### src/rtl/fetch_unit.sv
// Instruction fetch stage: owns the PC, registers ROM words into the IR, and halts on HALT_WORD.
// Optional FETCH_PERF_EN adds saturating fetch_count / flush_count outputs.
module fetch_unit #(
    parameter int                 ADDR_W    = 8,
    parameter int                 DATA_W    = 16,
    parameter logic [ADDR_W-1:0]  RESET_PC  = '0,
    parameter logic [DATA_W-1:0]  NOP_WORD  = '0,
    parameter logic [DATA_W-1:0]  HALT_WORD = '1
) (
    input  logic              clk,
    input  logic              rst,
    input  logic [DATA_W-1:0] rom_data,
    input  logic              stall,
    input  logic              redirect_valid,
    input  logic [ADDR_W-1:0] redirect_addr,
    output logic [ADDR_W-1:0] pc_out,
    output logic [DATA_W-1:0] ir,
    output logic [ADDR_W-1:0] ir_pc,
    output logic              ir_valid,
    output logic              halted
`ifdef FETCH_PERF_EN
    ,
    output logic [15:0]       fetch_count,
    output logic [15:0]       flush_count
`endif
);

    typedef enum logic {
        ST_RUN  = 1'b0,
        ST_HALT = 1'b1
    } state_e;

    state_e              state_q, state_d;
    logic [ADDR_W-1:0]   pc_q, pc_d;
    logic [DATA_W-1:0]   ir_q, ir_d;
    logic [ADDR_W-1:0]   ir_pc_q, ir_pc_d;
    logic                ir_valid_q, ir_valid_d;
    logic                fetch_fire;
    logic                flush_fire;

    always_comb begin
        // NOTE: every combinational output gets a default first so no latch is inferred.
        state_d    = state_q;
        pc_d       = pc_q;
        ir_d       = ir_q;
        ir_pc_d    = ir_pc_q;
        ir_valid_d = ir_valid_q;
        fetch_fire = 1'b0;
        flush_fire = 1'b0;

        if (redirect_valid) begin
            // Redirect outranks stall and HALT; the IR gets a bubble while the target is fetched.
            pc_d       = redirect_addr;
            ir_d       = NOP_WORD;
            ir_valid_d = 1'b0;
            state_d    = ST_RUN;
            flush_fire = 1'b1;
        end else if (state_q == ST_HALT) begin
            ir_valid_d = 1'b0;
        end else if (!stall) begin
            ir_d       = rom_data;
            ir_pc_d    = pc_q;
            ir_valid_d = 1'b1;
            fetch_fire = 1'b1;
            if (rom_data == HALT_WORD) begin
                state_d = ST_HALT;
            end else begin
                pc_d = pc_q + ADDR_W'(1);
            end
        end
    end

    always_ff @(posedge clk) begin
        // NOTE: sequential state uses non-blocking assignments so all flops update together.
        if (rst) begin
            state_q    <= ST_RUN;
            pc_q       <= RESET_PC;
            ir_q       <= NOP_WORD;
            ir_pc_q    <= '0;
            ir_valid_q <= 1'b0;
        end else begin
            state_q    <= state_d;
            pc_q       <= pc_d;
            ir_q       <= ir_d;
            ir_pc_q    <= ir_pc_d;
            ir_valid_q <= ir_valid_d;
        end
    end

    assign pc_out   = pc_q;
    assign ir       = ir_q;
    assign ir_pc    = ir_pc_q;
    assign ir_valid = ir_valid_q;
    assign halted   = (state_q == ST_HALT);

`ifdef FETCH_PERF_EN
    logic [15:0] fetch_count_q, fetch_count_d;
    logic [15:0] flush_count_q, flush_count_d;

    always_comb begin
        fetch_count_d = fetch_count_q;
        flush_count_d = flush_count_q;
        if (fetch_fire && fetch_count_q != 16'hFFFF) begin
            fetch_count_d = fetch_count_q + 16'd1;
        end
        if (flush_fire && flush_count_q != 16'hFFFF) begin
            flush_count_d = flush_count_q + 16'd1;
        end
    end

    always_ff @(posedge clk) begin
        if (rst) begin
            fetch_count_q <= '0;
            flush_count_q <= '0;
        end else begin
            fetch_count_q <= fetch_count_d;
            flush_count_q <= flush_count_d;
        end
    end

    assign fetch_count = fetch_count_q;
    assign flush_count = flush_count_q;
`else
    logic unused_fire;
    assign unused_fire = fetch_fire | flush_fire;
`endif

endmodule
### config.mk
export PLATFORM = sky130hd
export DESIGN_NAME = fetch_unit
export DESIGN_NICKNAME = d
export VERILOG_FILES = /design/src/rtl/fetch_unit.sv
export SDC_FILE = /design/constraint.sdc
export NUM_CORES = 1
export LEC_CHECK = 0
export ABC_AREA = 0
export CAP_MARGIN = 25
export CORE_AREA = 2 2 68 70
export DETAILED_ROUTE_END_ITERATION = 7
export DIE_AREA = 0 0 70 72
export HOLD_SLACK_MARGIN = 0.1
export PLACE_DENSITY = 0.66
export RECOVER_POWER = 50
export REMOVE_ABC_BUFFERS = 1
export SLEW_MARGIN = 5
export SYNTH_ARGS = -nofsm -noshare
export SYNTH_HDL_FRONTEND = slang
export SYNTH_SLANG_ARGS = --single-unit
### constraint.sdc
create_clock -name clk -period 2.6 [get_ports clk]
set_input_delay 0.52 -clock clk [delete_from_list [all_inputs] [get_ports clk]]
set_output_delay 0.52 -clock clk [all_outputs]
set_load 0.05 [all_outputs]
==> reports/results.ini <==
[power]
pwr-share-seq_pct=46.9
clkPwrFrac_pct=32.7
power_density_mw_per_mm2=549
switching_share_pct=28.8
comb_power_share_pct=20.3
switchingPower_mw=0.346
finalPower_mw=1.20
power.internal_mw=0.854
max-vdd-ir-drop_uv=231
p_leak_nw=0.798

[timing]
final.min_clock_period_ns=2.18
setup_ws_ns=0.415
tightest_slew_ns=0.797
final.setup.tns_ns=0
setup_viol=0
fmax_mhz=458
slew-limit-headroom_pct=46.8
hold_viol=0
slew_viol_final=0
fin_hold_ws_ns=0.449
clock_skew_ns=0.00518
rsz0062_at_grt=false
finalCritPeriodShare_pct=84.0

[final_layout]
multi_input_comb_area_um2=681
seq_area_um2=681
fin_nets=267
num_antenna_cells=0
drive_gt1_share_pct=5.44
final_common_cell=clkdlybuf4s50_1
mostFrequentLayoutCells=clkdlybuf4s50_1 (54), nand2_1 (43), dfxtp_1 (34)
area_delta_synth_final_pct=52.2
nFillCells=432

[critical_path]
r2r_setup_slack_ns=1.01
start_kind=primary input
critPathArrivalTime_ns=2.37
path_class=primary input to flop
critPathCaptureType=flop
crit_required_ns=2.79
cp_max_fo=8

[cts]
cts-hold-fix-buffers=0
postCtsSetupRepairBufs=0
clkSinkCount=34
clkLatencyLatePin_ns=0.28
cts_buffers=5
htree_levels=2
clock-root-buffer=clkbuf_8
clk_pin_slew_ns=0.07
tritoncts=done
cts_resized=0
clock_path_buffers=2

[floorplan]
io_pins=62
dieArea_mm2=0.00504
die_w_um=70
num_rows=24
start_util_pct=33.7
core_mm2=0.00426
dieHeight_um=72

[synthesis]
synthCells=176
yosysSeqAreaShare_pct=47.4
synth-seq-cells=34
ys_warn_count=0
netlist_area_mm2=0.00144
synth_cell_type_count=33
synth_area_per_cell_um2=8.15

[detailed_routing]
drt-total-wl_um=3860
drt_first_iter_violations=55
vias=1466
wl_per_cell_um=13.2
drc=0
viasPerCell=5.04
antenna_left=0
firstDrtPassIters=4

[flow_run]
maxCapViolCount=0

[placement]
dp_hpwl_um=2790
post-place-ws_ns=0.0993
place_congestion=0.794
port_buffers=61

[global_route]
use_met3_pct=6.25
grt_pass1_vias=1387
grt_start_max_net_pins=25
antenna_found_initial=0
grt_usage_pct=15.9
use_met2_pct=24.8
grt-ovfl-total=0
use_met1_pct=20.7
top_usage_layer=met2
grt_first_pass_wirelength_um=6440

[outcome]
status=completed

[worst_hold_path]
hold_path.class=flop to flop

==> worst paths after layout <==
kind	startpoint	depth (start not counted)	end
max	rom_data[6]	5	pc_out[6]
min	ir[5]	2	ir[5]
max reg2reg	halted	5	pc_out[5]
min reg2reg	ir[5]	2	ir[5]
==> per-layer routing <==
| metal | wire length, um | vias to the layer above |
|---|---|---|
| li1 | - | 739 |
| met1 | 1750 | 665 |
| met2 | 1740 | 55 |
| met3 | 321 | 7 |
| met4 | 47 | 0 |
| met5 | 0 | - |
==> critical path: stages <==
cell,delay [ns]
clkdlybuf4s50_1,0.48
nand4_1,0.15
or4_1,0.68
nor4bb_1,0.22
a2111oi_4,0.32
==> synthesized netlist by cell type <==
cell | number | area share (%)
nor2_1 | 10 | 2.6
or2_1 | 2 | 0.87
buf_2 | 2 | 0.70
nor2b_1 | 1 | 0.44
a221oi_1 | 1 | 0.61
o21ba_1 | 1 | 0.70
o31ai_1 | 1 | 0.52
xor2_1 | 1 | 0.61
and4_1 | 4 | 2.4
nand3_1 | 2 | 0.70
or3_1 | 1 | 0.44
nand2_1 | 43 | 11
a211oi_1 | 2 | 1.0
nor4bb_1 | 1 | 0.70
o31a_1 | 2 | 1.2
ha_1 | 1 | 0.87
o41ai_2 | 1 | 1.1
nor3_1 | 1 | 0.35
a311oi_1 | 2 | 1.2
a2111oi_2 | 1 | 1.0
nor4_1 | 2 | 0.87
dfxtp_1 | 34 | 47
a21oi_1 | 25 | 8.7
clkbuf_1 | 9 | 2.4
nand2b_1 | 1 | 0.44
inv_1 | 4 | 1.0
clkinv_1 | 1 | 0.26
buf_1 | 1 | 0.26
a2111oi_4 | 1 | 1.9
or4_1 | 2 | 1.0
nand4_1 | 5 | 2.2
o21ai_1 | 9 | 3.1
a31oi_1 | 2 | 0.87
==> sequential cells by signal, indices dropped and copies added (netlist names) <==
register  cells
ir           16
ir_pc         8
halted        1
pc_out        8
ir_valid      1
==> final cells by class <==
cell class	instances	area share [%]
multi-input combinational	125	31.2
timing repair buffer	67	29.7
sequential	34	31.2
clock buffer	7	3.95
inverter	5	0.859
tap	52	2.98
clock inverter	1	0.229
==> power by group through the flow <==
stage	logic, mW	registers, mW	clock network (mW)
floorplan	0.0563	0.646	0
global placement	0.248	0.574	0
detailed placement	0.249	0.575	0
CTS	0.250	0.563	0.409
global route	0.261	0.566	0.433
finish	0.244	0.563	0.393
==> cells by family after synthesis <==
logic type	Yosys count	synth area share [%]
xor+xnor	1	0.610
compound gates	48	22.1
flops	34	47.4
simple gates	75	24.3
fa+ha+maj	1	0.872
buf+inv	17	4.62
==> stage by stage <==
step                area [um2]  cells  util [%]
floorplan                 1390    164         -
global placement          2110    283      49.4
detailed placement        2110    283      49.4
finish                    2180    291      51.2
global route              2180    291      51.2
CTS                       2200    291      51.6
Power figures use the tool's default switching activity.
